$ cat config.mk
export PLATFORM = sky130hd
export DESIGN_NAME = password_attempt_controller
export DESIGN_NICKNAME = d
export VERILOG_FILES = /design/src/rtl/password_attempt_controller.sv
export SDC_FILE = /design/constraint.sdc
export NUM_CORES = 1
export LEC_CHECK = 0
export ABC_CLOCK_PERIOD_IN_PS = 6000
export CAP_MARGIN = 10
export CORE_UTILIZATION = 43
export CTS_CLUSTER_SIZE = 16
export DETAILED_ROUTE_END_ITERATION = 8
export PLACE_DENSITY = 0.84
export SLEW_MARGIN = 15
export SYNTH_ARGS = -nofsm -noshare
export SYNTH_HDL_FRONTEND = slang
export SYNTH_SLANG_ARGS = --single-unit
$ cat constraint.sdc
create_clock -name key -period 6 [get_ports key]
set_clock_uncertainty 0.2 [all_clocks]
set_input_delay 0.6 -clock key [delete_from_list [all_inputs] [get_ports key]]
set_output_delay 0.6 -clock key [all_outputs]
set_load 0.05 [all_outputs]
$ cat src/rtl/password_attempt_controller.sv
// password_attempt_controller: sequences password compare requests, counts misses, enforces timed lockout.
// Optional lockout escalation: define LOCK_ESCALATE_EN.  Rev 1.0
`default_nettype none

module password_attempt_controller #(
  parameter int PW_W         = 18,
  parameter int MAX_FAIL     = 3,
  parameter int LOCK_CYCLES  = 16,
  parameter int GRANT_CYCLES = 8,
  parameter int TIMEOUT      = 15
) (
  input  logic                            key,
  input  logic                            reset,
  input  logic [PW_W-1:0]                 s,
  input  logic                            submit,
  output logic                            chk_start,
  output logic [PW_W-1:0]                 chk_data,
  input  logic                            chk_valid,
  input  logic                            chk_match,
  output logic                            unlock,
  output logic                            locked,
  output logic [$clog2(MAX_FAIL+1)-1:0]   fail_cnt,
  output logic [2:0]                      state_code
);

  localparam int FW       = $clog2(MAX_FAIL + 1);
  localparam int LOCK_MAX = LOCK_CYCLES * 8;
  localparam int TMAX_A   = (TIMEOUT > GRANT_CYCLES) ? TIMEOUT : GRANT_CYCLES;
  localparam int TMAX     = (TMAX_A > LOCK_MAX) ? TMAX_A : LOCK_MAX;
  localparam int TW       = $clog2(TMAX + 1);

  localparam logic [TW-1:0] TIMEOUT_T    = TW'(TIMEOUT);
  localparam logic [TW-1:0] GRANT_LAST   = TW'(GRANT_CYCLES - 1);
  localparam logic [TW-1:0] LOCK_BASE    = TW'(LOCK_CYCLES);
  localparam logic [FW-1:0] FAIL_SAT     = FW'(MAX_FAIL);

  localparam logic [2:0] IDLE  = 3'd0;
  localparam logic [2:0] WAIT  = 3'd1;
  localparam logic [2:0] GRANT = 3'd2;
  localparam logic [2:0] FAIL  = 3'd3;
  localparam logic [2:0] LOCK  = 3'd4;

  logic [2:0]    state;
  logic          submit_q;
  logic          sub_edge;
  logic [TW-1:0] timer;
  logic [TW-1:0] lock_len;
  logic          lock_done;
  logic          last_fail;

  assign sub_edge   = submit & ~submit_q;
  assign lock_done  = (state == LOCK) && (timer == lock_len - TW'(1));
  assign last_fail  = (int'(fail_cnt) + 1 == MAX_FAIL);
  assign state_code = state;

  always_ff @(posedge key or negedge reset) begin
    if (!reset) begin
      state     <= IDLE;
      submit_q  <= 1'b0;
      chk_start <= 1'b0;
      chk_data  <= '0;
      unlock    <= 1'b0;
      locked    <= 1'b0;
      fail_cnt  <= '0;
      timer     <= '0;
    end else begin
      submit_q  <= submit;
      chk_start <= 1'b0;
      case (state)
        IDLE: begin
          if (sub_edge) begin
            chk_data  <= s;
            chk_start <= 1'b1;
            timer     <= '0;
            state     <= WAIT;
          end
        end
        WAIT: begin
          // A result strobe takes priority over an expiring timeout.
          if (chk_valid && chk_match) begin
            unlock   <= 1'b1;
            fail_cnt <= '0;
            timer    <= '0;
            state    <= GRANT;
          end else if (chk_valid || (timer == TIMEOUT_T)) begin
            timer <= '0;
            if (last_fail) begin
              locked   <= 1'b1;
              fail_cnt <= FAIL_SAT;
              state    <= LOCK;
            end else begin
              fail_cnt <= fail_cnt + FW'(1);
              state    <= FAIL;
            end
          end else if (!chk_start) begin
            timer <= timer + TW'(1);
          end
        end
        GRANT: begin
          if (timer == GRANT_LAST) begin
            unlock <= 1'b0;
            state  <= IDLE;
          end else begin
            timer <= timer + TW'(1);
          end
        end
        FAIL: begin
          state <= IDLE;
        end
        LOCK: begin
          if (lock_done) begin
            locked   <= 1'b0;
            fail_cnt <= '0;
            state    <= IDLE;
          end else begin
            timer <= timer + TW'(1);
          end
        end
        default: begin
          state <= IDLE;
        end
      endcase
    end
  end

`ifdef LOCK_ESCALATE_EN
  localparam logic [TW-1:0] LOCK_TOP  = TW'(LOCK_MAX);
  localparam logic [TW-1:0] LOCK_HALF = TW'(LOCK_MAX / 2);

  logic grant_enter;
  assign grant_enter = (state == WAIT) && chk_valid && chk_match;

  // Each completed lockout doubles the next one until a successful match.
  always_ff @(posedge key or negedge reset) begin
    if (!reset) begin
      lock_len <= LOCK_BASE;
    end else if (grant_enter) begin
      lock_len <= LOCK_BASE;
    end else if (lock_done) begin
      lock_len <= (lock_len >= LOCK_HALF) ? LOCK_TOP : (lock_len << 1);
    end
  end
`else
  assign lock_len = LOCK_BASE;
`endif

endmodule

`default_nettype wire

==> qor.csv, run 1 <==
metric,value,unit
Antenna Cells,0,
core footprint,3771,um^2
worst setup path class,reg2out,
"count leader, synth",dfrtp_1,
maximum vdd drop,385.2,uV
initial core utilization,45.89,%
total wire length,3519,um
Tightest Hold Check Type,reg2reg,
syn_nets,172,
clock buffer depth,2,
RD Place Congestion,0.7864,
# nets final,223,
M3 GR Usage,9.028,%
top cell type's share of synthesized area,50.61,%
Critical Path Source Type,flop,
Post-Synthesis Cells,147,
Synth area leaders,"dfrtp_1, mux2_2, o21ai_0",
Critical Path Fanout Max,13,
vias in the first global route,1320,
clk root buf,clkbuf_8,
Worst Path Required,5200,ps
post-cts gate resize count,0,
cells along the critical path,clkdlybuf4s50_1,
initial antenna violation count,0,
Ys Warns,0,
Tcrit/Tclk final,44.30,%
Post-route DRC,0,
"Min Clock Period, post-route",2658,ps
Synth Cell Area,1730,um^2
Pre-antenna DRT Iters,5,
IO Pins,49,
grt met2 use,27.71,%
unrepaired setup endpoints after global routing,false,
Die X,65.44,um
cell type with the largest total area after synthesis,dfrtp_1,
FMAX,376.2,MHz
port bufs,48,
TritonCTS clock tree,yes,
worst path bufs/invs,1,
DR vias,1345,
CP peak stage delay,910,ps
Slew HR,65.35,%
top post-synthesis cells by count,"dfrtp_1, mux2_2, nand2_1",
async set-reset flop share out of synthesis,100.0,%
Synth cell types,43,
# fillers,311,
Slew @ Worst Pin,518.1,ps
mean area per synthesized cell,11.77,um^2
met1 Use GR,24.46,%
routed vias/inst,5.445,
row count,22,
Crit path max-delay family,buffers and inverters,
Num CTS Buffers,5,
CP max stage cell,clkdlybuf4s50_1,
CTS HTree Levels,2,
Yosys reg bits,35,
Setup TNS Final,0,ps
top_reg_cell synth,dfrtp_1,
latest clock arrival within the worst-skew pair,290,ps
endpoint type of the worst setup path,output port,
GRT Overall Usage,19.41,%
Die Area,4282,um^2
GR peak layer,met2,
global-route wire length before repair,6147,um
overflow left after global routing,0,
count of final setup violators,0,
postcts setup bufs,0,
total clock sinks,35,
hpwl dp,2547,um
Synth-to-Final Area Change,36.52,%
Fin Hold WS,296.5,ps
Final Hold Vio Count,0,
Routed wire per std cell,14.25,um
post-layout util,62.64,%
Post-synth EDFFs,0,
initial drt markers,52,
sequential cell area,875.8,um^2
area of the multi-input gates,802.0,um^2
share of the yosys chip area belonging to registers,50.61,%
Hold Buf Count CTS,0,
die span in y,65.44,um
outcome,"complete, no violations",
Final Max Tran Viols,0,
layout cells sized above 1,21.11,%
Power Dens Cells,556.2,nW/um^2
Max Cap Violations,0,
largest net degree at the start of global routing,36,
post-route ant nets,0,
static leakage,1.006,nW
WP data arrival,1860,ps
R2R setup slack,3730,ps
clock-pin transition on the worst setup and hold timing paths,70,ps
cell type report:
type | count | area share [%]
inverters | 3 | 0.4767
well taps | 48 | 2.542
flip-flops and latches | 35 | 37.08
clock buffers | 6 | 3.496
repair buffers | 50 | 20.97
multi-input cells | 103 | 33.95
clock inverters | 2 | 1.483
flip-flops by register name, summed over array words and instances (netlist names):
register,flops
submit_q,1
chk_data,18
locked,1
timer,8
unlock,1
fail_cnt,2
state_code,3
chk_start,1
per-stage QoR:
step	instances	area (um^2)	setup WS, ps	total power [mW]
6_report	247	2362	3342	1.314
2_1_floorplan	147	1730	3754	0.8834
3_3_place_gp	239	2245	3344	1.088
3_5_place_dp	239	2245	3344	1.098
5_1_grt	247	2362	3258	1.387
4_1_cts	247	2362	3338	1.324
metal layers:
| metal | vias up | share of wire, % |
|---|---|---|
| li1 | 644 | - |
| met1 | 646 | 46 |
| met2 | 49 | 43 |
| met3 | 6 | 8.8 |
| met4 | 0 | 2.2 |
| met5 | - | 0 |
cells in the final DEF, fill, tap and decap left out, types with 2 or more instances in the layout:
cell              n
a21oi_1           7
nor3_1            2
mux2_2           19
clkbuf_8          6
nor2_1            5
a22o_1            5
and3_1            3
buf_4             2
nor2b_1           3
dfrtp_1          35
o21ai_0          11
nand3_1           4
o31ai_1           3
ha_1              2
a21o_1            2
nand2b_1          3
nand2_1          12
clkdlybuf4s50_1  48
inv_1             3
report_power, final:
group	switching, mW	leakage, nW	total (mW)	internal, mW
clock network	0.0855	0.0612	0.220	0.134
logic	0.436	0.514	0.709	0.273
registers	0.0666	0.430	0.385	0.319
total	0.588	1.01	1.31	0.726
worst paths after layout:
| kind | startpoint | end | cells after the start |
|---|---|---|---|
| worst min-delay path | timer[1]$_DFFE_PN0P_ | timer[1]$_DFFE_PN0P_ | 2 |
| min in group asynchronous | reset | chk_data[15]$_DFFE_PN0P_ | 2 |
| max in group asynchronous | reset | fail_cnt[1]$_DFFE_PN0P_ | 2 |
| worst max-delay path | state_code[2]$_DFFE_PN0P_ | state_code[2] | 1 |
| worst max register to register | state_code[2]$_DFFE_PN0P_ | timer[7]$_DFFE_PN0P_ | 5 |
| worst min register to register | timer[1]$_DFFE_PN0P_ | timer[1]$_DFFE_PN0P_ | 2 |
cells by family (layout without fill, tap and decap cells):
family	count (synthesis)	in the layout	share of synthesized area (%)
and+or+nand+nor	44	44	15.04
buffers and inverters	9	61	3.398
DFF	35	35	50.61
adders and majority gates	2	2	1.446
muxes	19	19	12.36
AOI/OAI and AO/OA	38	38	17.14
tightest hold or removal path, cell delays in order (launching register included):
cell and delay [ps]:
dfrtp_1 360, nand2_1 50, nand2_1 50
Note: power is estimated with default switching activity, not from simulation.
==> run 2: changes to the inputs <==
--- a/config.mk
+++ b/config.mk
@@ -5,12 +5,12 @@
 export SDC_FILE = /design/constraint.sdc
 export NUM_CORES = 1
 export LEC_CHECK = 0
-export ABC_CLOCK_PERIOD_IN_PS = 6000
+export ABC_CLOCK_PERIOD_IN_PS = 2140
 export CAP_MARGIN = 10
 export CORE_UTILIZATION = 43
 export CTS_CLUSTER_SIZE = 16
 export DETAILED_ROUTE_END_ITERATION = 8
-export PLACE_DENSITY = 0.84
+export PLACE_DENSITY = 0.87
 export SLEW_MARGIN = 15
 export SYNTH_ARGS = -nofsm -noshare
 export SYNTH_HDL_FRONTEND = slang
==> constraint.sdc (replaced) <==
create_clock -name key -period 2.14 [get_ports key]
set_clock_uncertainty 0.2 [all_clocks]
set_input_delay 0.214 -clock key [delete_from_list [all_inputs] [get_ports key]]
set_output_delay 0.214 -clock key [all_outputs]
set_load 0.05 [all_outputs]
==> run 2 against run 1 <==
Clock power grew to 3.2 times the previous value; largest power group unchanged; critical path depth is 4 higher; critical endpoint is now timer[7]$_DFFE_PN0P_; flip-flop and latch count stayed put; hold slack worse by 150 ps.
==> qor.csv, run 2 (synthesis gave the netlist of run 1 again) <==
metric,value,unit
Post-route DRC,0,
CTS HTree Levels,2,
sequential share of power,27.7,%
R2R depth,5,
maximum vdd drop,1382,uV
initial drt markers,40,
Routed wire per std cell,14.54,um
FF-to-FF Start,state_code[1]$_DFFE_PN0P_,
initial antenna violation count,0,
routed vias/inst,5.352,
vias in the first global route,1440,
# nets final,237,
Critical Path Source Type,flop,
Reg-to-Reg End,timer[7]$_DFFE_PN0P_,
RD Place Congestion,0.8248,
row count,22,
Tightest Hold Check Type,in2async,
Setup TNS Final,0,ps
DR vias,1397,
total wire length,3794,um
Power Dens Cells,1539,nW/um^2
Critical Path Fanout Max,11,
R2R setup slack,70,ps
crit path launch,state_code[1]$_DFFE_PN0P_,
Num CTS Buffers,5,
Clk pwr share,18.3,%
global-route wire length before repair,6472,um
CP peak stage delay,490,ps
"Min Clock Period, post-route",2073,ps
Fin Hold WS,149.9,ps
FMAX,482.4,MHz
Sw Share,43.73,%
initial core utilization,45.89,%
sw power,1.695,mW
largest net degree at the start of global routing,36,
Tcrit/Tclk final,96.86,%
outcome,"complete, no violations",
worst setup path class,reg2reg,
Antenna Cells,0,
count of final setup violators,0,
post-route ant nets,0,
max FFs per register,18,
Die Area,4282,um^2
post-layout util,66.79,%
GRT Overall Usage,19.92,%
Reg with most FFs,chk_data,
total clock sinks,35,
Final Max Tran Viols,0,
DP Area,2336,um^2
layout cells sized above 1,30.05,%
Slew HR,65.74,%
pre-CTS setup slack,-0.2518,ps
combinational share of power,54.0,%
TritonCTS clock tree,yes,
Max Cap Violations,0,
Slew @ Worst Pin,512.3,ps
latest clock arrival within the worst-skew pair,290,ps
clk root buf,clkbuf_8,
Final Hold Vio Count,0,
overflow left after global routing,0,
clock-pin transition on the worst setup and hold timing paths,70,ps
CP max stage cell,dfrtp_2,
port bufs,48,
hpwl dp,2694,um
die span in y,65.44,um
WP data arrival,2050,ps
static leakage,1.079,nW
cells along the critical path,or3b_4 > a21oi_4 > o32ai_4 > a21o_2 > a22o_1,
Synth-to-Final Area Change,45.55,%
Internal Power,2.181,mW
Worst Setup EP,timer[7]$_DFFE_PN0P_,
IO Pins,49,
most frequent cells in the layout,"clkdlybuf4s50_1, dfrtp_1, mux2_2",
Die X,65.44,um
clock buffer depth,2,
"most common cell after layout, fill and taps aside",clkdlybuf4s50_1,
endpoint type of the worst setup path,flop,
Pre-antenna DRT Iters,4,
Setup WS post-layout,67.14,ps
post-layout instance area,2519,um^2
core footprint,3771,um^2
Worst Path Required,2120,ps
[run 2: changes by cell type in the layout (fill, tap and decap cells not counted), sizes merged]
cell           previous run  this run
buf                       2        17
bufinv                    1         2
clkbuf                    6         5
clkdlybuf4s50            48        47
clkinv                    1         0
clkinvlp                  0         1
[run 2: per-stage QoR]
stage	power (mW)	cells
floorplan	2.483	147
global placement	3.077	250
detailed placement	3.116	250
CTS	3.842	258
global route	4.084	261
finish	3.875	261
[run 2: cell type report]
cell class | count | area, um^2
timing repair buffer | 64 | 598.1
clock buffer | 5 | 68.82
multi-input combinational | 103 | 832.0
sequential | 35 | 880.8
fill | 267 | 1252
inverter | 3 | 11.26
clock inverter | 3 | 67.56
tap | 48 | 60.06
[run 2: repair_timing]
action	CTS	global route
resized for setup	0	9
endpoints found under the setup margin	0	8
buffers inserted	0	3
hold buffers	0	0
[run 2: worst min-delay path by stage]
| stage | startpoint | endpoint | slack, ps | cells after the start |
|---|---|---|---|---|
| floorplan | reset | chk_data[0]$_DFFE_PN0P_ | -280 | 0 |
| global placement | timer[1]$_DFFE_PN0P_ | timer[1]$_DFFE_PN0P_ | 280 | 2 |
| detailed placement | timer[1]$_DFFE_PN0P_ | timer[1]$_DFFE_PN0P_ | 290 | 2 |
| CTS | reset | chk_data[4]$_DFFE_PN0P_ | 170 | 2 |
| global route | reset | chk_data[3]$_DFFE_PN0P_ | 190 | 2 |
| finish | reset | chk_data[4]$_DFFE_PN0P_ | 150 | 2 |
[run 2: routing by layer]
layer | track usage, % | share of wire, % | vias to the layer above
li1 | - | - | 671
met1 | 24.75 | 42 | 666
met3 | 7.639 | 7.8 | 9
met2 | 31.06 | 48 | 51
met5 | 0 | 0 | -
met4 | 7.880 | 1.6 | 0
[run 2: power by group through the flow]
| stage | Clock [mW] | Sequential (mW) | Combinational [mW] |
|---|---|---|---|
| 2_1_floorplan | 0 | 1.79 | 0.695 |
| 3_3_place_gp | 0 | 1.07 | 2.01 |
| 3_5_place_dp | 0 | 1.08 | 2.03 |
| 4_1_cts | 0.723 | 1.07 | 2.04 |
| 5_1_grt | 0.762 | 1.11 | 2.21 |
| 6_report | 0.711 | 1.07 | 2.09 |
[run 2: critical path, delay by kind of cell (launching register included)]
family           cells  cell delay (ps)
AO/OA/AOI/OAI        4              810
AND/OR/NAND/NOR      1              470
flip-flops           1              490
